## config.mk

```make
export PLATFORM = sky130hd
export DESIGN_NAME = fe_control_fsm
export DESIGN_NICKNAME = d
export VERILOG_FILES = /design/src/rtl/fe_control_fsm.sv
export SDC_FILE = /design/constraint.sdc
export NUM_CORES = 1
export LEC_CHECK = 0
export CAP_MARGIN = 5
export CELL_PAD_IN_SITES_DETAIL_PLACEMENT = 1
export CELL_PAD_IN_SITES_GLOBAL_PLACEMENT = 1
export CORE_MARGIN = 2
export CORE_UTILIZATION = 29
export CTS_BUF_LIST = sky130_fd_sc_hd__clkbuf_4 sky130_fd_sc_hd__clkbuf_8 sky130_fd_sc_hd__clkbuf_16
export DETAILED_ROUTE_END_ITERATION = 8
export PLACE_DENSITY_LB_ADDON = 0.1
export SETUP_SLACK_MARGIN = 0.02
export SLEW_MARGIN = 20
export SYNTH_ARGS = -nofsm -noshare
export SYNTH_HDL_FRONTEND = slang
export SYNTH_SLANG_ARGS = --single-unit
```

## constraint.sdc

```tcl
create_clock -name clk -period 2.6 [get_ports clk]
set_input_delay 0.39 -clock clk [delete_from_list [all_inputs] [get_ports clk]]
set_output_delay 0.39 -clock clk [all_outputs]
set_load 0.01 [all_outputs]
```

## src/rtl/fe_control_fsm.sv

```systemverilog
// Multicycle control FSM for the RV32I front end: sequences fetch, decode,
// execute, memory and write-back, handshakes with instruction/data memory
// under a per-access timeout, and tracks retired instructions and status.
module fe_control_fsm #(
  parameter int unsigned MEM_TIMEOUT   = 255,
  parameter int unsigned INSTRET_WIDTH = 32
) (
  input  logic                     clk,
  input  logic                     rst,
  input  logic                     run,
  input  logic [6:0]               opcode,
  input  logic                     branch_taken,
  input  logic                     imem_ready,
  input  logic                     dmem_ready,
  output logic                     imem_req,
  output logic                     dmem_req,
  output logic                     dmem_we,
  output logic                     ir_write,
  output logic                     pc_write,
  output logic [1:0]               pc_sel,
  output logic                     reg_write,
  output logic [1:0]               wb_sel,
  output logic [2:0]               state,
  output logic                     halted,
  output logic                     illegal_instr,
  output logic                     bus_error,
  output logic [INSTRET_WIDTH-1:0] instret
);

  // Wait counter only needs to reach MEM_TIMEOUT-1; a timeout or ready ends the wait there.
  localparam int unsigned WAIT_W = (MEM_TIMEOUT > 1) ? $clog2(MEM_TIMEOUT) : 1;
  localparam bit          TMO_EN = (MEM_TIMEOUT != 0);
  localparam logic [WAIT_W-1:0] WAIT_LAST = TMO_EN ? WAIT_W'(MEM_TIMEOUT - 1) : '0;

  // RV32I major opcode classes
  localparam logic [6:0] OP_LUI    = 7'b0110111;
  localparam logic [6:0] OP_AUIPC  = 7'b0010111;
  localparam logic [6:0] OP_JAL    = 7'b1101111;
  localparam logic [6:0] OP_JALR   = 7'b1100111;
  localparam logic [6:0] OP_BRANCH = 7'b1100011;
  localparam logic [6:0] OP_LOAD   = 7'b0000011;
  localparam logic [6:0] OP_STORE  = 7'b0100011;
  localparam logic [6:0] OP_IMM    = 7'b0010011;
  localparam logic [6:0] OP_REG    = 7'b0110011;
  localparam logic [6:0] OP_SYSTEM = 7'b1110011;

  localparam logic [1:0] PC_PLUS_4   = 2'd0;
  localparam logic [1:0] PC_PLUS_IMM = 2'd1;
  localparam logic [1:0] PC_ALU_OUT  = 2'd2;

  localparam logic [1:0] WB_ALU  = 2'd0;
  localparam logic [1:0] WB_MEM  = 2'd1;
  localparam logic [1:0] WB_PC_4 = 2'd2;

  typedef enum logic [2:0] {
    S_IDLE      = 3'd0,
    S_FETCH     = 3'd1,
    S_DECODE    = 3'd2,
    S_EXECUTE   = 3'd3,
    S_MEM       = 3'd4,
    S_WRITEBACK = 3'd5
  } state_t;

  state_t                   r_state;
  state_t                   w_next_state;
  state_t                   w_after_retire;
  logic [WAIT_W-1:0]        r_wait;
  logic [INSTRET_WIDTH-1:0] r_instret;
  logic                     r_halted;
  logic                     r_illegal;
  logic                     r_bus_error;

  logic w_legal;
  logic w_tmo;
  logic w_retire;
  logic w_wait_inc;
  logic w_clear_flags;
  logic w_set_halt;
  logic w_set_illegal;
  logic w_set_bus_error;

  // Opcode belongs to one of the ten RV32I classes
  always_comb begin
    w_legal = 1'b0;
    case (opcode)
      OP_LUI, OP_AUIPC, OP_JAL, OP_JALR, OP_BRANCH,
      OP_LOAD, OP_STORE, OP_IMM, OP_REG, OP_SYSTEM: w_legal = 1'b1;
      default:                                      w_legal = 1'b0;
    endcase
  end

  assign w_tmo          = TMO_EN && (r_wait == WAIT_LAST);
  assign w_after_retire = run ? S_FETCH : S_IDLE;

  // Next-state and strobe decode from current state and opcode
  always_comb begin
    w_next_state    = r_state;
    imem_req        = 1'b0;
    dmem_req        = 1'b0;
    dmem_we         = 1'b0;
    ir_write        = 1'b0;
    pc_write        = 1'b0;
    pc_sel          = PC_PLUS_4;
    reg_write       = 1'b0;
    wb_sel          = WB_ALU;
    w_retire        = 1'b0;
    w_wait_inc      = 1'b0;
    w_clear_flags   = 1'b0;
    w_set_halt      = 1'b0;
    w_set_illegal   = 1'b0;
    w_set_bus_error = 1'b0;

    case (r_state)
      S_IDLE: begin
        if (run) begin
          w_next_state  = S_FETCH;
          w_clear_flags = 1'b1;
        end
      end

      S_FETCH: begin
        imem_req = 1'b1;
        if (imem_ready) begin
          ir_write     = 1'b1;
          w_next_state = S_DECODE;
        end else if (w_tmo) begin
          w_set_bus_error = 1'b1;
          w_next_state    = S_IDLE;
        end else begin
          w_wait_inc = 1'b1;
        end
      end

      S_DECODE: begin
        if (opcode == OP_SYSTEM) begin
          w_set_halt   = 1'b1;
          w_next_state = S_IDLE;
        end else if (!w_legal) begin
          w_set_illegal = 1'b1;
          w_next_state  = S_IDLE;
        end else begin
          w_next_state = S_EXECUTE;
        end
      end

      S_EXECUTE: begin
        case (opcode)
          OP_LOAD, OP_STORE: w_next_state = S_MEM;
          OP_BRANCH: begin
            pc_write     = 1'b1;
            pc_sel       = branch_taken ? PC_PLUS_IMM : PC_PLUS_4;
            w_retire     = 1'b1;
            w_next_state = w_after_retire;
          end
          default:           w_next_state = S_WRITEBACK;
        endcase
      end

      S_MEM: begin
        dmem_req = 1'b1;
        dmem_we  = (opcode == OP_STORE);
        if (dmem_ready) begin
          if (opcode == OP_STORE) begin
            pc_write     = 1'b1;
            pc_sel       = PC_PLUS_4;
            w_retire     = 1'b1;
            w_next_state = w_after_retire;
          end else begin
            w_next_state = S_WRITEBACK;
          end
        end else if (w_tmo) begin
          w_set_bus_error = 1'b1;
          w_next_state    = S_IDLE;
        end else begin
          w_wait_inc = 1'b1;
        end
      end

      S_WRITEBACK: begin
        reg_write = 1'b1;
        pc_write  = 1'b1;
        case (opcode)
          OP_JAL: begin
            pc_sel = PC_PLUS_IMM;
            wb_sel = WB_PC_4;
          end
          OP_JALR: begin
            pc_sel = PC_ALU_OUT;
            wb_sel = WB_PC_4;
          end
          OP_LOAD: begin
            pc_sel = PC_PLUS_4;
            wb_sel = WB_MEM;
          end
          default: begin
            pc_sel = PC_PLUS_4;
            wb_sel = WB_ALU;
          end
        endcase
        w_retire     = 1'b1;
        w_next_state = w_after_retire;
      end

      default: w_next_state = S_IDLE;
    endcase
  end

  // State, wait counter, retire counter and sticky status registers
  always_ff @(posedge clk) begin
    if (rst) begin
      r_state     <= S_IDLE;
      r_wait      <= '0;
      r_instret   <= '0;
      r_halted    <= 1'b0;
      r_illegal   <= 1'b0;
      r_bus_error <= 1'b0;
    end else begin
      r_state <= w_next_state;
      r_wait  <= w_wait_inc ? r_wait + WAIT_W'(1) : '0;
      if (w_retire) begin
        r_instret <= r_instret + INSTRET_WIDTH'(1);
      end
      if (w_clear_flags) begin
        r_halted    <= 1'b0;
        r_illegal   <= 1'b0;
        r_bus_error <= 1'b0;
      end else begin
        if (w_set_halt)      r_halted    <= 1'b1;
        if (w_set_illegal)   r_illegal   <= 1'b1;
        if (w_set_bus_error) r_bus_error <= 1'b1;
      end
    end
  end

  assign state         = r_state;
  assign instret       = r_instret;
  assign halted        = r_halted;
  assign illegal_instr = r_illegal;
  assign bus_error     = r_bus_error;

endmodule

```

After elaboration in Yosys (flattened, before gate mapping)
Index checks and enable logic that the tools add are counted.

word-level totals
  word-level logic and storage cells = 74
  input port bits = 13
  output and inout port bits = 48
  bits in registers = 46

operators by class
  reductions and logical operators = 6
  $add $sub $neg = 2
  bitwise logic cells = 1
  eq/ne operators = 17
  multiplexer cells = 42

operator list
  operator                                                         count
  32-bit by 1-bit adder with 32-bit output, second input constant  1
  7-bit == test, second input constant                             4
  1-bit 2-to-1 mux                                                 26
  7-bit by 6-bit == test with 1-bit output, second input constant  3
  3-bit one-hot mux with 6 select lines                            1
  3-bit 2-to-1 mux                                                 5
  7-bit by 5-bit == test with 1-bit output, second input constant  2
  2-bit one-hot mux with 2 select lines                            3
  10-bit OR reduction                                              1
  8-bit by 1-bit adder with 8-bit output, second input constant    1
  8-bit == test, second input constant                             1
  2-bit OR reduction                                               4
  7-bit by 2-bit == test with 1-bit output, second input constant  1
  3-bit by 2-bit == test with 1-bit output, second input constant  2
  3-bit == test, second input constant                             2
  2-bit 2-to-1 mux                                                 3
  3-bit one-hot mux with 2 select lines                            1
  1-bit one-hot mux with 2 select lines                            2
  3-bit by 1-bit == test with 1-bit output, second input constant  1
  3-bit zero test                                                  1
  1-bit one-hot mux with 3 select lines                            1
  2-bit inequality test, second input constant                     1
  1-bit inverter                                                   1

Depth between registers and ports, before layout
Gate-level depths: netlist of run 1.

  word-level depth = 6
  gate-level depth with buffers = 8
  mapped depth without buffers = 6

Worst setup path after synthesis of run 1
OpenSTA, ideal clock, no wires.

  path type = input to register
  start point = input opcode[6]
  end point = register r_instret[21] (netlist: instret[21])
  library setup time = 0.115 ns
  data arrival time = 1.885 ns
  stages on the path = 6
  setup slack = 0.600 ns
  cells stage by stage = buf_4 -> nor3b_2 -> nand4_4 -> a2111oi_4 -> a31oi_1 -> o21ba_2

between the ends
  word-level cells in the longest chain between the ends = 4

RTL lines
  item                                       RTL line  RTL
  start: declaration                         11        input logic [6:0] opcode,
  7-bit by 6-bit == test with 1-bit output   163       if (opcode == OP_STORE) begin
  1-bit 2-to-1 mux                           163
  1-bit 2-to-1 mux                           162       if (dmem_ready) begin
  1-bit one-hot mux with 3 select lines (*)  113       case (r_state)
  end signal: assignment                     221       r_instret <= r_instret + INSTRET_WIDTH'(1);
  end: declaration                           68        logic [INSTRET_WIDTH-1:0] r_instret;

Every way passes the cells marked *; elsewhere a longest branch is shown, timed or not.
A chain may end at the register's enable or synchronous reset.

Worst setup path after layout of run 1
  start point = input opcode[4]
  end point = output pc_sel[0]

between the ends
  word-level cells in the longest chain between the ends = 3

RTL lines
  item                                                                       RTL line  RTL
  7-bit == test, on equally long branches                                    182, 147
  2-bit one-hot mux with 2 select lines or 1-bit 2-to-1 mux (tied branches)  182, 147
  2-bit one-hot mux with 2 select lines (*)                                  113
  end: declaration                                                           20        output logic [1:0] pc_sel,

Marks and branches as above.

==> metrics.csv, run 1 <==
metric;value;unit
die-area;9830;sq um
pin_count;61;
setup-tns-final;0;ns
grt_max_degree;35;
cp_data_required_time;2.21;ns
first_pass_iters;4;
max_freq;398;MHz
fillCellCount;1044;
netlist_area;2630;sq um
diodes;0;
final-seq-area;921;sq um
wl_per_cell;15.8;um
post-route-min-period;2.51;ns
drive_gt1_share;13.5;%
area_growth;35.7;%
fin_worst_skew;0.00700;ns
cts_max_path_buffers;2;
synth_xor_area_share;11.0;%
drc;0;
overflow;0;
p_total;1.27;mW
grt_pass1_wl;12800;um
ant_nets;0;
cts.htree.levels;2;
post-place-cells;476;
multi_input_area;1580;sq um
num-nets-final;393;
cts_tree;done;
portBuffers;60;
drt_iter0_drc;52;
drv_cap;0;
cts-root-buf;clkbuf_8;
ir_drop;0.168;mV
insertion_delay;0.30;ns
pwr-share-comb;8.3;%
p_sw;0.313;mW
dr_total_vias;2467;
core_area;8760;sq um
p_int;0.961;mW
synthSimpleGateAreaFrac;27.7;%
final_cell_mix;clkdlybuf4s50_1, nor2_1, dfxtp_1, xnor2_1, buf_4;
clockPowerShare;35.8;%
synth_ff_type;dfxtp_1;
synth_edf_count;0;
synth_top_cell_by_area;dfxtp_1;
rsz0062_at_grt;no;
start_util;30.0;%
synthArstFlopShare;0;%
hold_depth;1;
synth_cell_types;54;
end_kind;primary output;
setup_viol;0;
synth_warnings;0;
netlist_top_cells_area;dfxtp_1, xnor2_1, nor2_1;
grt_pass1_vias;2438;
synth-compound-area-share;18.9;%
netlist_instances;299;
swShare;24.6;%
rrSetupSlack;0.40;ns
clkTransAtPathRegs;0.09;ns
power_density;358;nW/um^2
synth_top_area_share;35.1;%
muxShareOfSynthArea;0.810;%
final_hold_viol_count;0;
outcome;completed;
die_h;99.1;um
leakage;1.16;nW
dp_hpwl;5820;um
synth_top_family_by_area;simple AND/OR/NAND/NOR gates;
gp_congestion;0.757;
via_per_inst;5.08;
crit_type;in2out;
worstRegToRegCells;6;
syn-num-nets;315;
synth-adder-area-share;1.43;%
path_max_fanout;3;
fin_crit_sh;96.7;%
yosysSeqAreaShare;35.1;%
final_common_cell;clkdlybuf4s50_1;
rows;34;
cp-start-kind;primary input;
numClockSinks;46;
drt_wl_total;7690;um
max_slew_margin;67.0;%
cts_made_buffers;5;
p_seq_share;56.0;%
tightest_slew;0.493;ns
postSynthAreaPerCell;8.78;sq um
slew_violations;0;
die_x;99.1;um
cp_data_arrival_time;2.12;ns
antenna_found_initial;0;
ys_seq_elements;46;
finalNonFillerCells;486;
grt_use_total;16.0;%
hp-class;reg2reg;
## power groups by stage
stage               Clock [mW]  Sequential, mW  Combinational (mW)
floorplan                    0           0.729              0.0416
global placement             0           0.730               0.103
detailed placement           0           0.730               0.104
CTS                      0.484           0.713               0.104
global route             0.515           0.714               0.114
finish                   0.456           0.713               0.105
## sequential cells by signal, summed over array words and instances, names as in the netlist
name	flops
instret	32
r_wait	8
state	3
halted	1
illegal_instr	1
bus_error	1
## cells in the mapped netlist (2+ instances only)
cell type / n
nand3_1: 12
o21ai_0: 2
nand2_1: 23
buf_6: 3
buf_2: 3
nor3b_1: 2
clkbuf_1: 6
and4_1: 7
a21oi_1: 11
nand3b_1: 4
and3_1: 5
nor3_1: 5
xor2_1: 5
and2_1: 3
nand2b_1: 2
a31oi_1: 4
nor2b_1: 4
a2111oi_2: 7
ha_1: 3
a211oi_1: 10
nand4_1: 10
nor2_1: 46
o21a_1: 4
a2111oi_4: 3
dfxtp_1: 46
inv_1: 14
xnor2_1: 28
## metal layers
metal / track usage (%) / vias to the layer above / part of all wire [%] / wire length, um
met1: 23.3 / 1198 / 51 / 3890
met5: 0 / - / 0 / 0
met4: 3.48 / 0 / 0.86 / 66
met3: 2.74 / 7 / 3.2 / 248
met2: 24.8 / 36 / 45 / 3480
li1: - / 1226 / - / -
## cell families (layout without fill, tap and decap cells)
| group | after synthesis | after routing |
|---|---|---|
| buffers and inverters | 27 | 106 |
| adder cells (fa/ha/maj) | 3 | 3 |
| flip-flops | 46 | 46 |
| AND/OR/NAND/NOR | 134 | 134 |
| AO/OA/AOI/OAI | 54 | 54 |
| XOR/XNOR | 33 | 33 |
| multiplexers | 2 | 2 |
## path summary, 6_finish.rpt
path / start / end
setup / recovery: opcode[4] / pc_sel[0]
hold / removal: halted$_SDFFE_PP0P_ / halted$_SDFFE_PP0P_
setup reg to reg: instret[0]$_SDFFE_PP0P_ / instret[26]$_SDFFE_PP0P_
hold reg to reg: halted$_SDFFE_PP0P_ / halted$_SDFFE_PP0P_
## critical path, stage by stage
cell and delay (ns):
clkdlybuf4s50_1 0.45, nand3b_1 0.24, buf_4 0.17, nor3_2 0.18, a22o_1 0.17, clkdlybuf4s50_1 0.53
## final cells by class
type	count	share of cell area, %
Multi-Input combinational cell	226	44.3
Sequential cell	46	25.9
Timing Repair Buffer	84	22.0
Tap cell	108	3.79
Clock buffer	6	2.14
Inverter	14	1.48
Clock inverter	2	0.387
## through the flow
step | worst slack, ns | hold slack, ns | utilization (%) | area [sq um]
floorplan | 0.600 | 0.453 | - | 2630
global placement | 0.0367 | 0.461 | 39.3 | 3450
detailed placement | 0.0181 | 0.471 | 39.3 | 3450
CTS | 0.0488 | 0.493 | 40.3 | 3540
global route | 0.0422 | 0.521 | 40.6 | 3560
finish | 0.0856 | 0.482 | 40.6 | 3560
## timing repair
item | 4_1_cts | 5_1_grt
setup buffers | 0 | 2
endpoints found under the setup margin | 1 | 3
gates resized for setup | 1 | 3
hold buffers | 0 | 0
No activity file was read; power rests on OpenSTA's default activity.
==> inputs of run 2 (changes only) <==
- CORE_UTILIZATION: 29 -> 37
- GPL_TIMING_DRIVEN: not set -> 0
- REMOVE_ABC_BUFFERS: not set -> 1
==> run 2 against run 1 <==
Power shrank 1.9%. Register-to-register slack lost 0.14 ns. Setup slack lost 0.054 ns. Sequential power is essentially flat. Die area shrank 21%. Via count shrank 1.7%. Cell count shrank 4.9%. Global-route usage grew 2.8 points.
==> metrics.csv, run 2 (synthesized netlist as in run 1, its figures left out) <==
metric;value;unit;change
placed_area;3260;sq um;-5.3%
drv_cap;0;;unchanged
leakage;1.10;nW;-4.9%
area_growth;31.8;%;
fin_area;3460;sq um;-2.8%
worstRegToRegCells;7;;+1
cts_made_buffers;5;;unchanged
hold_depth;1;;unchanged
hold_buffers;0;;unchanged
setup_slack;0.0321;ns;-0.0535 ns
drc;0;;unchanged
multi_input_area;1610;sq um;+2.2%
fillCellCount;848;;-19%
max_freq;389;MHz;-2.1%
path_max_fanout;9;;+6
cp_data_arrival_time;2.18;ns;+0.06 ns
start_util;38.4;%;+8.5 points
grt_use_total;18.8;%;+2.8 points
post-place-cells;442;;-7.1%
end_kind;primary output;;
cp-start-kind;primary input;;
hp-class;reg2reg;;
use_met3;3.45;%;+0.71 points
wl_per_cell;16.0;um;+1.2%
insertion_delay;0.30;ns;about the same
num-nets-final;381;;-3.1%
fin_crit_sh;98.8;%;+2.1 points
ir_drop;0.212;mV;+26%
r2r_start;state[0]$_SDFFE_PP0P_;;
final_cell_mix;clkdlybuf4s50_1, nor2_1, dfxtp_1, xnor2_1, nand2_1;;
portBuffers;60;;unchanged
core_area;6830;sq um;-22%
cts-root-buf;clkbuf_8;;
antenna_found_initial;0;;unchanged
die_h;88.2;um;-11%
pin_count;61;;unchanged
finalNonFillerCells;462;;-4.9%
final_util;50.7;%;+10 points
power_density;361;nW/um^2;+0.93%
slew_violations;0;;unchanged
cts_tree;done;;
rows;30;;-12%
overflow;0;;unchanged
numClockSinks;46;;unchanged
crit_type;in2out;;
grt_util_met1;26.0;%;+2.7 points
setup_viol;0;;unchanged
die-area;7780;sq um;-21%
fin_worst_skew;0.00954;ns;+0.00254 ns
first_pass_iters;4;;unchanged
final-seq-area;923;sq um;+0.27%
crit_path_start;opcode[6];;
drive_gt1_share;11.7;%;-1.7 points
cts_max_path_buffers;2;;unchanged
cts.htree.levels;2;;unchanged
dp_hpwl;4780;um;-18%
clkTransAtPathRegs;0.09;ns;about the same
final_common_cell;clkdlybuf4s50_1;;
final_hold_viol_count;0;;unchanged
gp_congestion;0.817;;+7.9%
grt_pass1_vias;2306;;-5.4%
outcome;completed;;
p_total;1.25;mW;-1.9%
die_x;88.2;um;-11%
drt_wl_total;7400;um;-3.8%
dr_total_vias;2425;;-1.7%
cp_data_required_time;2.21;ns;about the same
tightest_slew;0.670;ns;+0.177 ns
max_slew_margin;55.3;%;-12 points
use_met2;30.3;%;+5.5 points
hold_start;bus_error$_SDFFE_PP0P_;;
grt_max_degree;37;;+5.7%
pre_cts_slack;-0.549;ns;-0.567 ns
drt_iter0_drc;68;;+31%
post-route-min-period;2.57;ns;+0.0535 ns
busiest_layer;met2;;
via_per_inst;5.25;;+3.4%
largest_reg_flops;32;;unchanged
diodes;0;;unchanged
ant_nets;0;;unchanged
grt_pass1_wl;11500;um;-9.9%
run 2: changes by cell type in the layout (fill, tap and decap cells not counted), moves of 2 or more:
| cell | change |
|---|---|
| buf_4 | -14 |
| dlygate4sd2_1 | +6 |
| clkdlybuf4s50_1 | -5 |
| dfxtp_1 | -2 |
| dfxtp_2 | +2 |
| dlymetal6s2s_1 | -2 |
run 2: timing repair:
| action | CTS | global route |
|---|---|---|
| cloned | 2 | 0 |
| endpoints found under the setup margin | 8 | 1 |
| resized for setup | 12 | 0 |
| pin swaps | 5 | 1 |
| setup buffers | 8 | 2 |
run 2: metal layers:
layer / routed length (um) / vias to the layer above
met4: 76 / 0
li1: - / 1208
met3: 248 / 6
met2: 3410 / 55
met5: 0 / -
met1: 3670 / 1156
run 2: path summary, 6_finish.rpt:
check                             endpoint  slack [ns]
setup / recovery                 pc_sel[0]        0.03
hold / removal      bus_error$_SDFFE_PP0P_        0.48
setup reg to reg  instret[21]$_SDFFE_PP0P_        0.26
hold reg to reg     bus_error$_SDFFE_PP0P_        0.48
run 2: power breakdown:
part           switching (mW)  total [mW]  internal (mW)
Sequential            0.00635       0.714          0.707
Combinational          0.0501      0.0882         0.0381
Clock                   0.259       0.448          0.189
run 2: area by class of cell:
| cell class | count | share of cell area (%) |
|---|---|---|
| Clock buffer | 5 | 1.99 |
| Clock inverter | 3 | 0.615 |
| Inverter | 14 | 1.52 |
| Multi-Input combinational cell | 228 | 46.6 |
| Sequential cell | 46 | 26.7 |
| Tap cell | 96 | 3.47 |
| Timing Repair Buffer | 70 | 19.1 |
run 2: worst max-delay path: stages:
cell             delay [ns]
dlygate4sd2_1          0.43
nand3b_1               0.17
buf_4                  0.19
nor3_1                 0.27
a22o_1                 0.20
clkdlybuf4s50_1        0.53
run 2: metrics by stage:
stage,setup TNS (ns),hold WS (ns)
after floorplan,0,0.453
after global placement,-16.68,0.454
after detailed placement,-3.71,0.460
after CTS,0,0.480
after global routing,-0.0311,0.498
final,0,0.475
==> inputs of run 3 (changes only) <==
- clock period: 2.6 -> 2.7 ns (I/O delays scaled with it)
==> run 3 against run 2 <==
Critical path depth unchanged. Die area unchanged. Utilization about the same. Sequential power down 3.8%. Clock power down 4%. Global-route usage down 0.17 points. Count of clock-buffer cells in the layout unchanged. Clock skew up 0.0012 ns. Register-to-register slack worse by 0.05 ns. Sequential share of layout area down 0.053 points.
==> metrics.csv, run 3 (synthesized netlist as in run 1, its figures left out) <==
metric;value;unit;change
area_growth;31.7;%;about the same
drv_cap;0;;unchanged
final_common_cell;clkdlybuf4s50_1;;
portBuffers;60;;unchanged
via_per_inst;5.26;;+0.27%
whs;0.475;ns;-0.000315 ns
first_pass_iters;4;;unchanged
grt_pass1_wl;11400;um;-1.0%
die_h;88.2;um;unchanged
hp-class;reg2reg;;
worstRegToRegCells;6;;-1
wl_per_cell;15.8;um;-1.0%
slew_violations;0;;unchanged
max_slew_margin;55.9;%;+0.56 points
grt_use_total;18.6;%;-0.17 points
tightest_slew;0.661;ns;-0.00840 ns
setup-tns-final;0;ns;unchanged
final_cell_mix;clkdlybuf4s50_1, nor2_1, dfxtp_1, xnor2_1, nand2_1;;
setup_viol;0;;unchanged
largest_reg_flops;32;;unchanged
overflow;0;;unchanged
die_x;88.2;um;unchanged
leakage;1.12;nW;+1.9%
pin_count;61;;unchanged
path_cells;dlygate4sd2_1, nand3b_1, buf_4, nor3_1, a22o_1, clkdlybuf4s50_1;;
cts_max_path_buffers;2;;unchanged
rsz0062_at_grt;no;;
path_depth;6;;unchanged
drt_wl_total;7290;um;-1.4%
slowest_delay;0.53;ns;about the same
cp_num_buf_inv;3;;unchanged
p_total;1.20;mW;-3.9%
ant_nets;0;;unchanged
drc;0;;unchanged
cp_top_family;buffers and inverters;;
numClockSinks;46;;unchanged
hold_buffers;0;;unchanged
grt_pass1_vias;2281;;-1.1%
insertion_delay;0.30;ns;about the same
drt_iter0_drc;66;;-2.9%
die-area;7780;sq um;unchanged
rows;30;;unchanged
cts.htree.levels;2;;unchanged
cts-root-buf;clkbuf_8;;
grt_max_degree;37;;unchanged
end_kind;primary output;;
ir_drop;0.203;mV;-4.2%
cts_made_buffers;5;;unchanged
cp_data_required_time;2.30;ns;+0.09 ns
critPathSlowestCell;clkdlybuf4s50_1;;
hold_depth;1;;unchanged
cp-start-kind;primary input;;
antenna_found_initial;0;;unchanged
num-nets-final;379;;-0.52%
crit_type;in2out;;
fin_worst_skew;0.0108;ns;+0.00123 ns
power_density;348;nW/um^2;-3.8%
final_hold_viol_count;0;;unchanged
cp_data_arrival_time;2.16;ns;-0.02 ns
gp_congestion;0.817;;unchanged
dp_hpwl;4780;um;unchanged
clkTransAtPathRegs;0.08;ns;about the same
dr_total_vias;2421;;-0.16%
post-route-min-period;2.57;ns;
fin_crit_sh;95.1;%;
cts_tree;done;;
drive_gt1_share;10.7;%;-1.0 points
path_max_fanout;9;;unchanged
diodes;0;;unchanged
outcome;completed;;
start_util;38.4;%;unchanged
core_area;6830;sq um;unchanged
max_freq;389;MHz;
==> run 3: cell count changes in the layout (fill, tap and decap cells not counted) <==
cell and change:
dlymetal6s2s_1 +4, dfxtp_1 +2, dfxtp_2 -2, buf_4 -2, dlygate4sd2_1 -4
==> run 3: worst paths after layout <==
check	startpoint	end	slack, ns
setup / recovery	opcode[6]	pc_sel[0]	0.13
hold / removal	bus_error$_SDFFE_PP0P_	bus_error$_SDFFE_PP0P_	0.47
hold reg to reg	bus_error$_SDFFE_PP0P_	bus_error$_SDFFE_PP0P_	0.47
setup reg to reg	state[1]$_SDFFE_PP0P_	instret[21]$_SDFFE_PP0P_	0.21
==> run 3: layout make-up <==
class                           instances  area [sq um]
Fill cell                             848          3370
Multi-Input combinational cell        228          1610
Sequential cell                        46           921
Timing Repair Buffer                   68           662
Tap cell                               96           120
Clock buffer                            5          68.8
Inverter                               14          52.6
Clock inverter                          3          21.3
==> run 3: per-stage QoR <==
stage	setup WS [ns]	utilization, %	instances	instance area (sq um)
detailed placement	-0.479	47.8	442	3260
global placement	-1.08	47.8	442	3270
CTS	0.00705	50.0	456	3420
finish	0.131	50.6	460	3460
floorplan	0.154	-	286	2550
global route	0.0231	50.6	460	3460
==> run 3: where the power goes <==
part           switching (mW)  total [mW]  internal (mW)  leakage (nW)
clock network           0.246       0.429          0.182        0.0441
logic                  0.0479      0.0861         0.0382         0.707
registers             0.00612       0.687          0.681         0.371
total                   0.300        1.20          0.902          1.12
==> run 3: timing repair <==
action	in CTS	in global routing
pin swaps	3	2
buffers inserted	4	4
endpoints found under the setup margin	4	7
resized for setup	6	4
cloned	2	0
==> run 3: routing by layer <==
layer	up-vias	global-route usage [%]	routed length [um]
met5	-	0	0
met4	0	4.82	57
met3	6	3.45	323
met2	57	29.9	3390
met1	1157	25.9	3520
li1	1201	-	-
==> run 3: worst reg2reg max path, cell delays in order (launching register included) <==
cell and delay, ns:
dfxtp_1 0.53, nand3b_1 0.23, o31a_4 0.41, buf_4 0.23, a2111oi_4 0.61, a31oi_1 0.17
o21ba_2 0.24
